## src/rtl/wide_add_sequencer.sv

```systemverilog
`default_nettype none
// ============================================================================
//  Module      : wide_add_sequencer (with local carrySelectAdder)
//  Description : Multi-cycle wide add/subtract controller. One 32-bit
//                carry-select adder is reused across WORDS slices, LSB first,
//                with the inter-slice carry held in a register. Requests use
//                a valid/ready start channel, results a valid/ready result
//                channel.
//  Revision    : 1.0 - initial release
// ============================================================================

// 32-bit carry-select adder: four 8-bit blocks, each pre-computing both
// carry-in cases and selecting with the rippled block carry.
module carrySelectAdder (
  input  logic [31:0] a_i,
  input  logic [31:0] b_i,
  input  logic        cin_i,
  output logic [31:0] sum_o,
  output logic        cout_o,
  output logic        overflow_o
);

  logic [4:0] w_carry;

  assign w_carry[0] = cin_i;

  for (genvar k = 0; k < 4; k++) begin : g_blk
    logic [8:0] w_s0;
    logic [8:0] w_s1;

    assign w_s0 = {1'b0, a_i[k*8 +: 8]} + {1'b0, b_i[k*8 +: 8]};
    assign w_s1 = {1'b0, a_i[k*8 +: 8]} + {1'b0, b_i[k*8 +: 8]} + 9'd1;
    assign sum_o[k*8 +: 8] = w_carry[k] ? w_s1[7:0] : w_s0[7:0];
    assign w_carry[k+1]    = w_carry[k] ? w_s1[8]   : w_s0[8];
  end

  assign cout_o     = w_carry[4];
  // Signed overflow: operands agree in sign but the sum does not.
  assign overflow_o = (a_i[31] == b_i[31]) && (sum_o[31] != a_i[31]);

endmodule

module wide_add_sequencer #(
  parameter int WORDS = 4
) (
  input  logic                  clk,
  input  logic                  rst_n,
  input  logic                  start_valid,
  output logic                  start_ready,
  input  logic [32*WORDS-1:0]   op_a,
  input  logic [32*WORDS-1:0]   op_b,
  input  logic                  sub,
  input  logic                  cin,
  output logic                  result_valid,
  input  logic                  result_ready,
  output logic [32*WORDS-1:0]   result,
  output logic                  cout,
  output logic                  overflow,
  output logic                  busy
);

  localparam int W    = 32 * WORDS;
  localparam int IDXW = (WORDS > 1) ? $clog2(WORDS) : 1;

  typedef enum logic [1:0] {
    IDLE = 2'd0,
    RUN  = 2'd1,
    DONE = 2'd2
  } state_t;

  state_t           state_q,  state_d;
  logic [IDXW-1:0]  idx_q,    idx_d;
  logic [W-1:0]     a_q,      a_d;
  logic [W-1:0]     b_q,      b_d;
  logic             sub_q,    sub_d;
  logic             carry_q,  carry_d;
  logic [W-1:0]     result_q, result_d;
  logic             cout_q,   cout_d;
  logic             ovf_q,    ovf_d;

  logic [31:0]      w_a_slice;
  logic [31:0]      w_b_slice;
  logic [31:0]      w_add_b;
  logic [31:0]      w_sum;
  logic             w_add_cout;
  logic             w_add_ovf;
  logic             w_last;

  // Select the operand slices addressed by the current word index.
  always_comb begin
    w_a_slice = '0;
    w_b_slice = '0;
    for (int w = 0; w < WORDS; w++) begin
      if (int'(idx_q) == w) begin
        w_a_slice = a_q[w*32 +: 32];
        w_b_slice = b_q[w*32 +: 32];
      end
    end
  end

  // Subtraction feeds the inverted B slice; the +1 comes from the initial carry.
  assign w_add_b = sub_q ? ~w_b_slice : w_b_slice;
  assign w_last  = (int'(idx_q) == WORDS - 1);

  carrySelectAdder u_adder (
    .a_i        (w_a_slice),
    .b_i        (w_add_b),
    .cin_i      (carry_q),
    .sum_o      (w_sum),
    .cout_o     (w_add_cout),
    .overflow_o (w_add_ovf)
  );

  // Next-state logic for the sequencer and its datapath registers.
  always_comb begin
    state_d     = state_q;
    idx_d       = idx_q;
    a_d         = a_q;
    b_d         = b_q;
    sub_d       = sub_q;
    carry_d     = carry_q;
    result_d    = result_q;
    cout_d      = cout_q;
    ovf_d       = ovf_q;
    start_ready = 1'b0;

    case (state_q)
      IDLE: begin
        start_ready = rst_n;
        if (start_valid) begin
          a_d     = op_a;
          b_d     = op_b;
          sub_d   = sub;
          carry_d = sub ? 1'b1 : cin;
          idx_d   = '0;
          state_d = RUN;
        end
      end
      RUN: begin
        for (int w = 0; w < WORDS; w++) begin
          if (int'(idx_q) == w) begin
            result_d[w*32 +: 32] = w_sum;
          end
        end
        carry_d = w_add_cout;
        idx_d   = idx_q + IDXW'(1);
        if (w_last) begin
          cout_d  = w_add_cout;
          ovf_d   = w_add_ovf;
          idx_d   = '0;
          state_d = DONE;
        end
      end
      DONE: begin
        if (result_ready) begin
          state_d = IDLE;
        end
      end
      default: begin
        state_d = IDLE;
      end
    endcase
  end

  // State and datapath registers with synchronous active-low reset.
  always_ff @(posedge clk) begin
    if (!rst_n) begin
      state_q  <= IDLE;
      idx_q    <= '0;
      a_q      <= '0;
      b_q      <= '0;
      sub_q    <= 1'b0;
      carry_q  <= 1'b0;
      result_q <= '0;
      cout_q   <= 1'b0;
      ovf_q    <= 1'b0;
    end else begin
      state_q  <= state_d;
      idx_q    <= idx_d;
      a_q      <= a_d;
      b_q      <= b_d;
      sub_q    <= sub_d;
      carry_q  <= carry_d;
      result_q <= result_d;
      cout_q   <= cout_d;
      ovf_q    <= ovf_d;
    end
  end

  assign result_valid = (state_q == DONE);
  assign busy         = (state_q != IDLE);
  assign result       = result_q;
  assign cout         = cout_q;
  assign overflow     = ovf_q;

endmodule
`default_nettype wire

```

## config.mk

```make
export PLATFORM = sky130hd
export DESIGN_NAME = wide_add_sequencer
export DESIGN_NICKNAME = d
export VERILOG_FILES = /design/src/rtl/wide_add_sequencer.sv
export SDC_FILE = /design/constraint.sdc
export NUM_CORES = 1
export LEC_CHECK = 0
export BUFFER_PORTS_ARGS = -buffer_cell sky130_fd_sc_hd__buf_4
export CAP_MARGIN = 10
export CORE_ASPECT_RATIO = 1.5
export CORE_UTILIZATION = 40
export DETAILED_ROUTE_END_ITERATION = 8
export PLACE_DENSITY = 0.62
export SYNTH_ARGS = -nofsm -noshare
export SYNTH_HDL_FRONTEND = slang
export SYNTH_SLANG_ARGS = --single-unit
```

## constraint.sdc

```tcl
create_clock -name clk -period 4.75 [get_ports clk]
set_input_delay 0.2375 -clock clk [delete_from_list [all_inputs] [get_ports clk]]
set_output_delay 0.2375 -clock clk [all_outputs]
set_load 0.005 [all_outputs]
```

Word level (Yosys, flattened, before mapping)
Index checks and enable logic that the tools add are counted.
{"block": "totals", "ff_bits": 392}
{"block": "classes", "n_addsub": 9, "n_eq_ne": 10, "mux": 28, "bitwise_logic": 1, "reduce_logical": 12}
{"cell": "two-way mux 32 bit", "n": 9}
{"cell": "adder 8 x 8 -> 9 bit", "n": 4}
{"cell": "adder 9 x 1 -> 9 bit, second input constant", "n": 4}
{"cell": "two-way mux 8 bit", "n": 4}
{"cell": "inverter 32 bit", "n": 1}
{"cell": "AND reduction 2 bit", "n": 6}
{"cell": "two-way mux 2 bit", "n": 5}
{"cell": "two-way mux 1 bit", "n": 7}
{"cell": "equality test 2 bit, second input constant", "n": 3}
{"cell": "one-hot mux 2 bit (3 select lines)", "n": 1}
{"cell": "equality test 2 x 1 -> 1 bit, second input constant", "n": 2}
{"cell": "logical NOT 2 bit", "n": 2}
{"cell": "inequality test 2 bit, second input constant", "n": 2}
{"cell": "one-hot mux 2 bit (2 select lines)", "n": 1}
{"cell": "nonzero test 2 bit", "n": 2}
{"cell": "AND reduction 3 bit", "n": 1}
{"cell": "adder 2 x 1 -> 2 bit, second input constant", "n": 1}
{"cell": "inequality test 2 x 1 -> 1 bit, second input constant", "n": 1}
{"cell": "one-hot mux 1 bit (2 select lines)", "n": 1}
{"cell": "equality test 1 bit", "n": 1}
{"cell": "logical AND 1 bit", "n": 1}
{"cell": "inequality test 1 bit", "n": 1}

Depth between registers and ports, before layout
{"block": "logic_depth", "depth_word": 15, "depth_mapped": 25}

By module
From an unflattened synthesis, not the netlist that was laid out.
{"block": "unflattened", "hier_cells": 2474, "area_unflattened_um2": 19169.6}
{"mod": "wide_add_sequencer", "n_inst": 1, "cells_each": 2224, "area_per_inst_um2": 17176.5, "seq_area_each_um2": 7847.5}
{"mod": "carrySelectAdder", "n_inst": 1, "cells_each": 250, "area_per_inst_um2": 1993.2, "seq_area_each_um2": 0.0}

Least setup slack after synthesis
Ideal clock, no wire load.
{"block": "synth_timing", "path_kind": "flip-flop to flip-flop", "startpoint": "register idx_q[0]", "endpoint": "register ovf_q, in the netlist overflow", "setup_ns": 0.116, "arrival_time_ns": 5.040, "slack_ns": -0.406, "path_stages_with_launch": 23, "path_cell_list": "dfxtp_1 ha_1 clkbuf_1 clkbuf_1 buf_1 nor2_1 a21oi_1 nor2_1 a21oi_1 o21ai_0 ha_1 fa_1 a21o_1 a221oi_2 xnor2_1 nor3b_1 nand3_2 mux2i_4 mux2i_2 mux2i_1 xnor2_2 mux2i_1 a31o_1"}
{"block": "synth_via", "elab_chain_cells": 15, "word_cells_on_any_way": 30, "classes_between": "add/sub (8); eq/ne (5); mux (13); bitwise (1); reduce/logical (3)"}
{"element": "start: declaration", "line_no": "72", "rtl": "logic [IDXW-1:0] idx_q, idx_d;"}
{"element": "start signal: assignment", "line_no": "179", "rtl": "idx_q <= idx_d;"}
{"element": "logical NOT 2 bit", "line_no": "94", "rtl": "if (int'(idx_q) == w) begin"}
{"element": "two-way mux 32 bit (4 in a row)", "line_no": "94"}
{"element": "inverter 32 bit", "line_no": "102", "rtl": "assign w_add_b = sub_q ? ~w_b_slice : w_b_slice;"}
{"element": "two-way mux 32 bit", "line_no": "102"}
{"element": "adder 8 x 8 -> 9 bit", "line_no": "31, 32"}
{"element": "adder 9 x 1 -> 9 bit", "line_no": "32", "rtl": "assign w_s1 = {1'b0, a_i[k*8 +: 8]} + {1'b0, b_i[k*8 +: 8]} + 9'd1;"}
{"element": "two-way mux 1 bit (3 in a row)", "line_no": "34", "rtl": "assign w_carry[k+1] = w_carry[k] ? w_s1[8] : w_s0[8];"}
{"element": "two-way mux 8 bit", "line_no": "33", "rtl": "assign sum_o[k*8 +: 8] = w_carry[k] ? w_s1[7:0] : w_s0[7:0];"}
{"element": "inequality test 1 bit", "line_no": "39", "rtl": "assign overflow_o = (a_i[31] == b_i[31]) && (sum_o[31] != a_i[31]);"}
{"element": "logical AND 1 bit", "line_no": "39"}
{"element": "end signal: assignment", "line_no": "186", "rtl": "ovf_q <= ovf_d;"}
{"element": "end: declaration", "line_no": "79", "rtl": "logic ovf_q, ovf_d;"}
Several ways; a longest one is shown, not always the timed one.
A chain may end at the register's enable or synchronous reset.

Final worst setup path
{"block": "layout_timing", "startpoint": "register idx_q[0]", "endpoint": "register result_q[57], in the netlist result[57]"}
{"block": "layout_via", "elab_chain_cells": 13, "word_cells_on_any_way": 27, "classes_between": "add/sub (8); eq/ne (3); mux (13); bitwise (1); reduce/logical (2)"}
{"element": "logical NOT 2 bit", "line_no": "94"}
{"element": "two-way mux 32 bit (4 in a row)", "line_no": "94"}
{"element": "inverter 32 bit", "line_no": "102"}
{"element": "two-way mux 32 bit", "line_no": "102"}
{"element": "adder 8 x 8 -> 9 bit", "line_no": "31, 32"}
{"element": "adder 9 x 1 -> 9 bit", "line_no": "32"}
{"element": "two-way mux 1 bit (3 in a row)", "line_no": "34"}
{"element": "two-way mux 8 bit", "line_no": "33"}
{"element": "end signal: assignment", "line_no": "184", "rtl": "result_q <= result_d;"}
{"element": "end: declaration", "line_no": "77", "rtl": "logic [W-1:0] result_q, result_d;"}
Several ways; a longest one is shown, not always the timed one.

==> impl_metrics.yaml <==
status:
  status: "finished clean"
yosys:
  synth-seq-cells: 392
  synth_flop_cell: "dfxtp_1"
  synthesis.nets: 2730
  syn_inst: 2424
  synth.largest_area_cell: "dfxtp_1"
  synth_top_area_share_pct: 41.9
  syn_area_mm2: 0.0188
  synthArstFlopShare_pct: 0
  syn_area_per_cell_um2: 7.74
  synth_edf_count: 0
  yosysSeqAreaShare_pct: 41.9
  ys_types: 63
  yosysWarnings: 0
  yosys-top-cells-area: "dfxtp_1 42%, nand2_1 15%, a21boi_0 11%"
floorplanning:
  num_rows: 96
  start_util_pct: 40.8
  dieArea_mm2: 0.0478
  die_w_um: 179
  num_io_pins: 395
  coreArea_mm2: 0.0460
  dieHeight_um: 267
power:
  p_clk_share_pct: 37.1
  p_comb_share_pct: 21.8
  switching_share_pct: 27.8
  pwr-share-seq_pct: 41.2
  power.density_mw_per_mm2: 311
  leakage_uw: 0.0126
  intPower_uw: 6220
  switchingPower_uw: 2400
  irDropWorstVdd_mv: 0.228
worst_setup_path:
  ff2ff_setup_slack_ps: 30
  worstSetupPathType: "flip-flop to flip-flop"
  cp.arrival_ps: 5150
  cp_slowest_cell: "dfxtp_2"
  r2r_cells: 25
  start_kind: "flip-flop"
  worstPathMaxFanout: 13
  cp.required_ps: 5180
  worst_setup_path_end_kind: "flip-flop"
  slowest_delay_ps: 340
route:
  vias: 19000
  drc: 0
  met3_length_mm: 3.18
  dr_wl_met2_mm: 32.8
  m1WireLength_mm: 27.0
  firstDrtPassIters: 4
  totalWireLength_mm: 65.6
  viasPerCell: 5.14
  drtIter0Drc: 1158
  antenna_left: 0
  highest_layer: "met4"
  wire_per_inst_um: 17.7
timing:
  fin_crit_ps: 4720
  final-setup-viol-count: 0
  relSlewSlack_pct: 19.0
  max_freq_mhz: 212
  worstMarginPinSlew_ps: 1210
  whs_ps: 12.2
  final_max_slew_viol_count: 0
  rsz0062_at_grt: "true"
  fin_skew_ps: 25.7
  hold_viol_final: 0
  finalCritPeriodShare_pct: 99.4
clock_tree:
  cts_buffer_depth: 3
  clkLatencyLatePin_ps: 560
  cts_buffers: 39
  clock-sinks: 392
  cts_root_buffer: "clkbuf_16"
  cts_tree: "built"
  path_clk_slew_ps: 70
  h-tree-depth: 2
place:
  hpwlAfterDp_mm: 45.2
  gp_congestion: 0.896
  portBuffers: 394
global_routing:
  grt_pass1_vias: 18600
  grt_pass1_wl_mm: 99.0
  grt_antenna_before_repair: 1
  overflow: 0
  grt_use_total_pct: 26.5
  grt_max_degree: 202
hold_path:
  hold_path_class: "primary input to flip-flop"
  hold_depth: 3
cells_and_area:
  layout_common_cells: "758 x nand2_1, 544 x buf_4, 389 x dfxtp_1"
  seqCellArea_mm2: 0.00785
  final_common_cell: "nand2_1"
  fin_nets: 3394
  area_delta_synth_final_pct: 48.1
  multi_input_comb_area_mm2: 0.0108
  postLayoutCoreUtil_pct: 60.4
  drive_gt1_share_pct: 24.4
  final.fill_count: 3963
job:
  max_cap_viol_count: 0
## timing repair
| item | 4_1_cts | 5_1_grt |
|---|---|---|
| endpoints found under the setup margin | 81 | 89 |
| buffers inserted | 14 | 13 |
| pin swaps | 28 | 49 |
| endpoints found under the hold margin | 238 | 0 |
| gates cloned | 3 | 0 |
| gates resized for setup | 61 | 103 |
| hold buffers | 238 | 0 |
## critical path: cells and delay by family (launching register included)
| kind | cells | cell delay (ps) |
|---|---|---|
| mux | 4 | 1260 |
| flops | 1 | 340 |
| xor+xnor | 2 | 320 |
| compound gates | 6 | 840 |
| fa+ha+maj | 2 | 570 |
| simple gates | 5 | 420 |
| buf+inv | 6 | 800 |
## stage by stage
stage	cell area, um2	setup slack, ps	power [uW]	std cells	TNS, ps
after detailed placement	23100	-363	5170	3372	-11980
after floorplan	18800	11.5	4420	2424	0
after global placement	23100	-218	5140	3372	-7370
after global routing	27800	-223	9000	3708	-8620
after CTS	27200	2.16	8570	3697	0
final	27800	30.8	8630	3708	0
## synthesized netlist by cell type, types with 2 or more instances
cell type,count
nand2_1,764
nor3_1,10
and2_1,11
xnor2_1,33
inv_1,22
a31oi_1,2
fa_1,4
xor2_1,49
nand3_1,12
xnor2_2,3
nor2b_1,11
a21oi_1,184
nand4_1,5
a31o_1,5
nand3b_1,3
o21ai_0,110
o21a_1,3
a21o_1,9
dfxtp_1,392
buf_1,27
o21bai_1,4
nor4_1,3
o2111ai_1,2
and3_1,12
clkbuf_1,159
a2bb2oi_1,2
nand2b_1,4
a21boi_0,267
a22oi_1,2
nor3b_1,5
ha_1,40
a31o_2,2
nor2_1,146
mux2i_1,9
o211a_1,80
## worst paths after layout
| kind | startpoint | to |
|---|---|---|
| hold reg to reg | result[82]$_SDFFE_PN0P_ | result[82]$_SDFFE_PN0P_ |
| setup reg to reg | idx_q[0]$_SDFFE_PN0P_ | result[57]$_SDFFE_PN0P_ |
| hold / removal | op_a[116] | a_q[116]$_SDFFE_PN0P_ |
| setup / recovery | idx_q[0]$_SDFFE_PN0P_ | result[57]$_SDFFE_PN0P_ |
## power by group through the flow
stage	registers, uW	clock network [uW]	logic (uW)
finish	3550	3200	1880
global route	3570	3390	2040
CTS	3550	3250	1770
detailed placement	3620	0	1540
global placement	3620	0	1520
floorplan	3600	0	821
## kinds of logic (layout without fill, tap and decap cells)
logic type                 after synthesis  in the layout  share of synthesized area (%)
and+or+nand+nor                        995            995                           21.1
AOI/OAI and AO/OA                      686            686                           24.8
DFF                                    392            392                           41.9
muxes                                   11             11                          0.674
adders and majority gates               44             44                           3.10
buffers and inverters                  210            905                           4.23
xor gates and xnor gates                86             86                           4.18
other                                    0              1                              0
## sequential cells by signal, summed over array words and instances (netlist names)
| register | flops |
|---|---|
| a_q | 128 |
| b_q | 128 |
| carry_q | 1 |
| cout | 1 |
| idx_q | 2 |
| overflow | 1 |
| result | 128 |
| state_q | 2 |
| sub_q | 1 |
## per-layer routing
layer  global-route usage (%)  vias to the layer above
li1                         -                     9386
met1                     32.1                     8947
met2                     46.3                      573
met3                     3.35                      143
met4                     11.5                        0
met5                        0                        -
## area by class of cell
type,instances,share of cell area [%]
repair buffers,811,25.0
flip-flops and latches,392,28.3
well taps,588,2.65
multi-input cells,1822,39.0
clock inverters,16,0.658
inverters,22,0.297
clock buffers,56,4.11
diodes,1,0.00901
(Power assumes the default switching activity.)
